`src/rtl/mem_stage_pkg.sv`:
```
// Shared types for the memory stage: FSM state encoding and the M->W pipeline bundle.
// The bundle widths below are the reference widths used by memory_stage.
package mem_stage_pkg;

    localparam int MS_DATA_W = 32;
    localparam int MS_WA_W   = 3;

    typedef enum logic {
        IDLE,
        WAIT
    } mstate_t;

    typedef struct packed {
        logic                 pcsrc;
        logic                 regwrite;
        logic                 memtoreg;
        logic                 memerr;
        logic [MS_WA_W-1:0]   wa3;
        logic [MS_DATA_W-1:0] aluout;
        logic [MS_DATA_W-1:0] readdata;
    } mw_t;

    localparam mw_t MW_BUBBLE = '0;

endpackage

```
`src/rtl/memory_stage_regmw.sv`:
```
// M->W pipeline register. Loads every cycle; a bubble zeroes the bundle except for
// the error flag, which lets an aborted access report itself without a writeback.
module RegMW
    import mem_stage_pkg::*;
(
    input  logic clk,
    input  logic reset,
    input  logic bubble,
    input  logic err,
    input  mw_t  d,
    output mw_t  q
);

    mw_t nxt;

    always_comb begin
        nxt = d;
        if (bubble) begin
            nxt        = MW_BUBBLE;
            nxt.memerr = err;
        end
    end

    // NOTE: registers use non-blocking assignments so every flop samples pre-edge values.
    always_ff @(posedge clk) begin
        if (reset) begin
            q <= MW_BUBBLE;
        end else begin
            q <= nxt;
        end
    end

endmodule

```
`src/rtl/memory_stage.sv`:
```
// Memory stage: req/ready data-memory handshake, pipeline freeze, M->W register.
// Optional macro MEM_TIMEOUT_EN aborts an access after TIMEOUT_CYC request cycles.
module memory_stage
    import mem_stage_pkg::*;
#(
    parameter int DATA_W      = MS_DATA_W,
    parameter int WA_W        = MS_WA_W,
    parameter int TIMEOUT_CYC = 64
) (
    input  logic              clk,
    input  logic              reset,
    input  logic              PCSrcM,
    input  logic              RegWriteM,
    input  logic              MemWriteM,
    input  logic              MemtoRegM,
    input  logic [DATA_W-1:0] ALUResultM,
    input  logic [DATA_W-1:0] WriteDataM,
    input  logic [WA_W-1:0]   WA3M,
    output logic              mem_req,
    output logic              mem_we,
    output logic [DATA_W-1:0] mem_addr,
    output logic [DATA_W-1:0] mem_wdata,
    input  logic [DATA_W-1:0] mem_rdata,
    input  logic              mem_ready,
    output logic              StallM,
    output logic [DATA_W-1:0] ALUResultMFB,
    output logic              PCSrcW,
    output logic              RegWriteW,
    output logic              MemtoRegW,
    output logic [DATA_W-1:0] ReadDataW,
    output logic [DATA_W-1:0] ALUOutW,
    output logic [WA_W-1:0]   WA3W,
    output logic              MemErrW
);

    if (TIMEOUT_CYC < 2) begin : g_bad_timeout
        $error("memory_stage: TIMEOUT_CYC must be at least 2");
    end

    mstate_t state, state_nxt;
    logic    mem_op;
    logic    is_load;
    logic    bubble;
    logic    abort;
    logic    timeout;
    logic    rd_valid;
    mw_t     mw_d;
    mw_t     mw_q;

    // A store wins when both MemWriteM and MemtoRegM are set.
    assign mem_op  = MemWriteM | MemtoRegM;
    assign is_load = MemtoRegM & ~MemWriteM;

`ifdef MEM_TIMEOUT_EN
    localparam int CNT_W = (TIMEOUT_CYC > 2) ? $clog2(TIMEOUT_CYC - 1) : 1;

    logic [CNT_W-1:0] wait_cnt;

    // Abort in the WAIT cycle whose increment would reach TIMEOUT_CYC-1; ready still wins.
    assign timeout = (state == WAIT) && !mem_ready && (wait_cnt == CNT_W'(TIMEOUT_CYC - 2));

    always_ff @(posedge clk) begin
        if (reset || state == IDLE) begin
            wait_cnt <= '0;
        end else if (!mem_ready) begin
            wait_cnt <= wait_cnt + CNT_W'(1);
        end
    end
`else
    assign timeout = 1'b0;
`endif

    always_ff @(posedge clk) begin
        if (reset) begin
            state <= IDLE;
        end else begin
            state <= state_nxt;
        end
    end

    // NOTE: every signal driven here gets a default first, so no path can infer a latch.
    always_comb begin
        state_nxt = state;
        mem_req   = 1'b0;
        StallM    = 1'b0;
        bubble    = 1'b0;
        abort     = 1'b0;
        case (state)
            IDLE: begin
                if (mem_op) begin
                    mem_req = 1'b1;
                    if (!mem_ready) begin
                        StallM    = 1'b1;
                        bubble    = 1'b1;
                        state_nxt = WAIT;
                    end
                end
            end
            WAIT: begin
                mem_req = 1'b1;
                if (mem_ready) begin
                    state_nxt = IDLE;
                end else if (timeout) begin
                    bubble    = 1'b1;
                    abort     = 1'b1;
                    state_nxt = IDLE;
                end else begin
                    StallM = 1'b1;
                    bubble = 1'b1;
                end
            end
        endcase
        // Dropping the request under reset abandons any access in flight.
        if (reset) begin
            mem_req = 1'b0;
            StallM  = 1'b0;
        end
    end

    assign mem_we       = mem_req & MemWriteM;
    assign mem_addr     = ALUResultM;
    assign mem_wdata    = WriteDataM;
    assign ALUResultMFB = ALUResultM;
    assign rd_valid     = mem_req & mem_ready & is_load;

    always_comb begin
        mw_d          = MW_BUBBLE;
        mw_d.pcsrc    = PCSrcM;
        mw_d.regwrite = RegWriteM;
        mw_d.memtoreg = is_load;
        mw_d.memerr   = 1'b0;
        mw_d.wa3      = WA3M;
        mw_d.aluout   = ALUResultM;
        mw_d.readdata = rd_valid ? mem_rdata : '0;
    end

    RegMW u_regmw (
        .clk    (clk),
        .reset  (reset),
        .bubble (bubble),
        .err    (abort),
        .d      (mw_d),
        .q      (mw_q)
    );

    assign PCSrcW    = mw_q.pcsrc;
    assign RegWriteW = mw_q.regwrite;
    assign MemtoRegW = mw_q.memtoreg;
    assign MemErrW   = mw_q.memerr;
    assign WA3W      = mw_q.wa3;
    assign ALUOutW   = mw_q.aluout;
    assign ReadDataW = mw_q.readdata;

endmodule

```
`config.mk`:
```
export PLATFORM = sky130hd
export DESIGN_NAME = memory_stage
export DESIGN_NICKNAME = d
export VERILOG_FILES = /design/src/rtl/mem_stage_pkg.sv /design/src/rtl/memory_stage_regmw.sv /design/src/rtl/memory_stage.sv
export SDC_FILE = /design/constraint.sdc
export NUM_CORES = 1
export LEC_CHECK = 0
export CAP_MARGIN = 40
export CORE_MARGIN = 8
export CORE_UTILIZATION = 23
export CTS_CLUSTER_SIZE = 16
export DETAILED_ROUTE_END_ITERATION = 8
export HOLD_SLACK_MARGIN = 0.03
export SYNTH_ARGS = -nofsm -noshare
export SYNTH_HDL_FRONTEND = slang
export SYNTH_HIERARCHICAL = 1
export SYNTH_SLANG_ARGS = --single-unit
```
`constraint.sdc`:
```
create_clock -name clk -period 2.3 [get_ports clk]
set_clock_uncertainty 0.05 [all_clocks]
set_input_delay 0.345 -clock clk [delete_from_list [all_inputs] [get_ports clk]]
set_output_delay 0.345 -clock clk [all_outputs]
set_load 0.005 [all_outputs]
```
Yosys cells after proc, flatten, opt, wreduce, memory -nomap -nowiden
Cells that the tools add are included.

Register bits after elaboration: 72. Bits of input ports: 106. Output and inout bits: 170. Word-level logic and storage cells: 25.

Mux-type cells: 7. Bitwise logic cells: 8. Reductions and logical operators: 2.

Operator list (number): two-way mux 1 bit (5); AND 1 bit (4); case mux 1 bit (2 select lines) (2); inverter 1 bit (3); OR reduction 3 bit (1); OR reduction 2 bit (1); bitwise OR 1 bit (1).

Depth between registers and ports, before layout
Gate-level depths: netlist of run 1.

Depth after elaboration: 8. Gate-level depth with buffers: 5. Mapped depth without buffers: 4.

Modules after synthesis
The synthesis of run 1 kept the hierarchy.

By module, submodules not included: RegMW (instances 1, cells each 151, area each 1985.7 sq um, sequential area each 1421.4 sq um); memory_stage (instances 1, cells each 140, area each 1024.7 sq um, sequential area each 20.0 sq um).

Least setup slack after synthesis of run 1
OpenSTA, ideal clock, no wires.

Kind: input to register. Start point: in MemWriteM. End point: reg u_regmw/q[10] (netlist bit). Library setup time: 0.057 ns. Data arrival time: 1.195 ns. Required time: 2.193 ns. Setup slack: 0.997 ns. Stages: 5. Path buffers: 1. Path through: nor3_1 > nor2_1 > nor2_4 > clkbuf_2 > and2_2.

Elaborated cells between the ends (all ways): 12. Classes of those cells: mux (5); bitwise (6); reduce/logical (1).

RTL lines: from (decl) (RTL line memory_stage.sv:14) `input logic MemWriteM,`; bitwise OR 1 bit (RTL line memory_stage.sv:51) `assign mem_op = MemWriteM | MemtoRegM;`; two-way mux 1 bit (RTL line memory_stage.sv:90) `if (mem_op) begin`; case mux 1 bit (2 select lines) (RTL line memory_stage.sv:88) `case (state)`; named net bubble (RTL line memory_stage.sv:43) `logic bubble;`; OR reduction 3 bit (no source line); to (signal assigned) (RTL line memory_stage_regmw.sv:29) `q <= nxt;`; to (decl) (RTL line memory_stage_regmw.sv:11) `output mw_t q`.

The timed path passes the listed nets, and every way through them passes these cells. A chain may end at the register's enable or synchronous reset.

Worst setup path in the final report of run 1
Start point: in MemWriteM. End point: out StallM.

Longest elaborated chain between the ends: 4.

Ends and longest elaborated chain: bitwise OR 1 bit (RTL line memory_stage.sv:51); two-way mux 1 bit (RTL line memory_stage.sv:90); case mux 1 bit (2 select lines) (RTL line memory_stage.sv:88); two-way mux 1 bit; to (decl) (RTL line memory_stage.sv:25) `output logic StallM,`.

No other way between the ends.

==> impl_metrics.tcl, run 1 <==
set metrics [dict create \
    seq_area_mm2 0.00144 \
    yosysMostFrequentCell "buf_4" \
    rrSetupSlack_ns 0.79 \
    dr.pass1.iters 3 \
    synth_cells 291 \
    outcome "complete, no violations" \
    coreArea_mm2 0.0130 \
    powerDensity_mw_per_mm2 663 \
    ant_nets 0 \
    holdBufCountCts 0 \
    numPortBuffers 211 \
    overflow 0 \
    p_sw_share_pct 19.4 \
    clock_latency_ns 0.33 \
    setup_viol 0 \
    report.power.total_mw 3.27 \
    p_leak_nw 1.93 \
    cp-end-kind "primary output" \
    holdPathStages 2 \
    cts_buffers 9 \
    seqPwrFrac_pct 39.7 \
    yosys_warnings 6 \
    min_path_type "primary input to register" \
    synth_common_cells "96 x buf_4, 72 x dfxtp_1, 53 x and2_2" \
    hold_slack_ns 0.528 \
    grt_pass1_vias 2198 \
    fin_util_pct 37.8 \
    diodes 0 \
    post-place-ws_ns 0.185 \
    clockBufferDepth 2 \
    synth_area_leader_cell "dfxtp_1" \
    ys_types 13 \
    nFillCells 1343 \
    first_iter_violations 46 \
    ys_seq_area_share_pct 47.9 \
    cts.sinks 72 \
    post_synth.cell_area_avg_um2 10.3 \
    antenna_found_initial 0 \
    path_max_fanout 4 \
    grtUsageTotal_pct 9.61 \
    rsz0062_at_grt "no" \
    dpl.hpwl_um 7180 \
    tns_ns 0 \
    finalWorstSetupSlack_ns 0.198 \
    final_area_mm2 0.00493 \
    vias 2137 \
    dieArea_mm2 0.0170 \
    ys_seq_elements 72 \
    timing.rr.end "u_regmw/q[8]" \
    root_buffer "clkbuf_16" \
    placed_area_mm2 0.00459 \
    cp-start-kind "primary input" \
    wl_per_cell_um 15.0 \
    fp-row-count 42 \
    layout-area-overhead-vs-synth_pct 63.6 \
    initial_core_util_pct 23.1 \
    synth.top_cell.area_share_pct 47.9 \
    comb_power_share_pct 13.2 \
    cp.required_ns 1.90 \
    fp.dieH_um 130 \
    cts_setup_buffers 0 \
    hold_end "u_regmw/q[69]" \
    synth_area_leaders "dfxtp_1 48%, buf_4 24%, and2_2 13%, and2_1 10%, clkbuf_2 1.2%" \
    avgViaCountPerCell 3.61 \
    min-delay-start "RegWriteM" \
    async_flop_share_pct 0 \
    reg2reg_depth 5 \
    die_x_um 130 \
    wirelength_um 8880 \
    cts_tree "yes" \
    io_pins 276 \
    crit_arrival_ns 1.71 \
    power_switching_mw 0.636 \
    finalHoldViolCount 0 \
    ys.flop_type "dfxtp_1" \
    post-route-min-period_ns 2.10 \
    path_clk_slew_ns 0.06 \
    layout-drive-gt1-share_pct 17.3 \
    maxCapViolCount 0 \
    r2r_start "state" \
    power.internal_mw 2.63 \
    netlist_area_mm2 0.00301 \
    multiInputGateArea_um2 783 \
    critPathKind "primary input to primary output" \
    route.detailed.drc 0 \
    ctsHtreeMaxLevel 3 \
    synth_edf_count 0 \
    grt_start_max_net_pins 43 \
    period_share_pct 91.4 \
    dp.cells 576 \
    cts_resized 0 \
    ir_drop_uv 334 \
    nNetsFinal 517 \
    p_clk_share_pct 47.2 \
    slew_violations 0 \
    fmax_ghz 0.476 \
    fin_cells 592 \
    grt_pass1_wl_um 12100 \
    finalWeightedCongestion 0.763 \
]
-- routing by layer --
layer	share of wire [%]	global-route usage, %	vias up
met1	33	8.85	964
li1	-	-	1017
met4	4.4	8.31	0
met2	50	16.5	120
met5	0	0	-
met3	13	3.69	36
-- kinds of logic (layout without fill, tap and decap cells) --
logic type    after synthesis  count (layout)  synth area share (%)
simple gates              111             111                  25.4
buf+inv                   106             230                  26.2
flops                      72              72                  47.9
other cells                 1               2                 0.125
mux                         1               1                 0.333
-- worst max-delay path by stage --
stage	start	endpoint	slack [ns]	depth (start not counted)
4_1_cts	MemWriteM	StallM	0.19	4
5_1_grt	MemWriteM	StallM	0.02	4
2_1_floorplan	MemWriteM	u_regmw/q[10]	1.0	5
3_3_place_gp	MemWriteM	StallM	0.26	4
6_report	MemWriteM	StallM	0.20	4
3_5_place_dp	MemWriteM	StallM	0.18	4
-- layout by cell type (no fill, tap or decap) --
master / synthesis / final
buf_4: 96 / 2
clkbuf_8: 0 / 3
nor2_4: 1 / 1
dfxtp_1: 72 / 72
and4bb_4: 1 / 1
nor3_1: 2 / 2
clkbuf_1: 0 / 2
conb_1: 1 / 2
bufinv_16: 0 / 2
clkbuf_16: 0 / 9
nor2b_1: 2 / 2
nor2_1: 3 / 3
and2_2: 53 / 53
buf_12: 0 / 1
and2_1: 49 / 49
mux2i_1: 1 / 1
clkdlybuf4s50_1: 0 / 211
-- flip-flops by register name, indices dropped and copies added (netlist names) --
name,cells
u_regmw/q,71
state,1
-- cell type report --
cell class | count | area share, %
Tap cell | 176 | 4.47
Sequential cell | 72 | 29.3
Clock inverter | 2 | 1.22
Clock buffer | 14 | 5.56
Multi-Input combinational cell | 114 | 15.9
Timing Repair Buffer | 214 | 43.6
-- power groups by stage --
stage	Combinational, mW	Sequential (mW)	Clock, mW
6_report	0.431	1.30	1.54
5_1_grt	0.464	1.30	1.65
4_1_cts	0.442	1.30	1.60
3_5_place_dp	0.440	1.32	0
3_3_place_gp	0.436	1.32	0
2_1_floorplan	0.199	1.33	0
-- worst max-delay path, stage by stage --
cell	delay, ns
clkdlybuf4s50_1	0.46
nor3_1	0.34
nor3_1	0.10
clkdlybuf4s50_1	0.46
Note: power is estimated with default switching activity, not from simulation.
==> run 2, diff against run 1 <==
Settings changed: PLACE_DENSITY_LB_ADDON set to 0.05.
==> run 2 against run 1 <==
Final area fell by 0.30%; clock-buffer cell count unchanged; largest power group unchanged; clock power decreased by 5%; highest routed layer unchanged; first-iteration DRC count rose by 8.7%; fmax increased by 0.36%.
==> impl_metrics.tcl, run 2 (synthesized netlist as in run 1, its figures left out) <==
set metrics [dict create \
    powerDensity_mw_per_mm2 650 \
    r2r_start "state" \
    layout-area-overhead-vs-synth_pct 63.1 \
    fmax_ghz 0.477 \
    rsz0062_at_grt "no" \
    min-delay-start "RegWriteM" \
    most-common-layout-cells "211 x clkdlybuf4s50_1, 72 x dfxtp_1, 53 x and2_2" \
    overflow 0 \
    diodes 0 \
    cts_resized 0 \
    wirelength_um 9010 \
    first_iter_violations 50 \
    outcome "complete, no violations" \
    final_common_cell "clkdlybuf4s50_1" \
    finalWeightedCongestion 0.675 \
    crit_arrival_ns 1.70 \
    crit_chain "clkdlybuf4s50_1, nor3_1, nor3_1, clkdlybuf4s50_1" \
    root_buffer "clkbuf_16" \
    final_area_mm2 0.00491 \
    dieArea_mm2 0.0170 \
    period_share_pct 91.1 \
    clock_latency_ns 0.33 \
    maxCapViolCount 0 \
    cts_tree "yes" \
    route.detailed.drc 0 \
    cp.required_ns 1.90 \
    fp-row-count 42 \
    grt_pass1_wl_um 11900 \
    antenna_found_initial 0 \
    fp.dieH_um 130 \
    holdPathStages 2 \
    nFillCells 1380 \
    cts_setup_buffers 0 \
    cts.sinks 72 \
    slew_violations 0 \
    clockBufferDepth 2 \
    top_register "u_regmw/q" \
    rrSetupSlack_ns 0.85 \
    numPortBuffers 211 \
    nNetsFinal 517 \
    ctsHtreeMaxLevel 3 \
    cts_buffers 9 \
    grt_pass1_vias 2051 \
    path_clk_slew_ns 0.05 \
    layout-drive-gt1-share_pct 17.5 \
    avgViaCountPerCell 3.58 \
    crit_slowest_cell "clkdlybuf4s50_1" \
    finalHoldViolCount 0 \
    largest_reg_flops 71 \
    setup_viol 0 \
    wl_per_cell_um 15.2 \
    cp-end-kind "primary output" \
    grt_start_max_net_pins 57 \
    vias 2117 \
    min_path_type "primary input to register" \
    dpl.hpwl_um 7160 \
    critPathKind "primary input to primary output" \
    p_leak_nw 1.93 \
    tns_ns 0 \
    cp-start-kind "primary input" \
    coreArea_mm2 0.0130 \
    slowest_delay_ns 0.55 \
    timing.rr.end "u_regmw/q[45]" \
    io_pins 276 \
    holdBufCountCts 0 \
    ant_nets 0 \
    grtUsageTotal_pct 9.71 \
    hold_end "u_regmw/q[69]" \
    reg2reg_depth 5 \
    ir_drop_uv 264 \
    initial_core_util_pct 23.1 \
    largestRegisters "u_regmw/q x71, state x1" \
    fin_util_pct 37.7 \
    placed_area_mm2 0.00459 \
    dr.pass1.iters 4 \
    path_max_fanout 4 \
    die_x_um 130 \
    post-route-min-period_ns 2.09 \
]
run 2: power breakdown:
group / switching, mW / total [mW] / internal [mW]
sequential: 0.00861 / 1.30 / 1.29
combinational: 0.125 / 0.431 / 0.306
clock: 0.507 / 1.46 / 0.957
total: 0.640 / 3.19 / 2.55
run 2: stage by stage:
step / instances / total power [mW] / setup slack, ns / hold WS [ns]
after floorplan: 292 / 1.53 / 0.997 / 0.398
final: 592 / 3.19 / 0.206 / 0.524
after global placement: 576 / 1.77 / 0.241 / 0.542
after global routing: 592 / 3.34 / 0.104 / 0.528
after CTS: 592 / 3.28 / 0.180 / 0.503
after detailed placement: 576 / 1.77 / 0.191 / 0.578
run 2: how the worst max path moves through the flow:
stage / startpoint / slack (ns) / endpoint / cells past startpoint
2_1_floorplan: MemWriteM / 1.0 / u_regmw/q[10] / 5
3_3_place_gp: MemWriteM / 0.24 / StallM / 4
3_5_place_dp: MemWriteM / 0.19 / StallM / 4
4_1_cts: MemWriteM / 0.18 / StallM / 4
5_1_grt: MemWriteM / 0.10 / StallM / 4
6_report: MemWriteM / 0.21 / StallM / 4
run 2: area by class of cell:
type                       count  area (um2)  share of cell area [%]
clock buffer                  14         284                    5.78
clock inverter                 2        35.0                   0.713
multi-input combinational    114         783                    15.9
sequential                    72        1440                    29.4
tap                          176         220                    4.48
timing repair buffer         214        2150                    43.7
run 2: critical path: cells and delay by family:
family	cells	cell delay [ns]
buffers and inverters	2	1.07
AND/OR/NAND/NOR	2	0.28
run 2: per-layer routing:
metal,global-route usage (%),wire length [um],vias to the layer above
met1,9.20,3200,912
met2,16.0,4120,141
met4,7.70,344,0
met3,4.71,1350,34
met5,0,0,-
li1,-,-,1030
==> run 3, diff against run 2 <==
Settings changed: CTS_CLUSTER_DIAMETER set to 120.
==> results of run 3 <==
No change in the layout: final DEF, timing and power equal those of run 2.
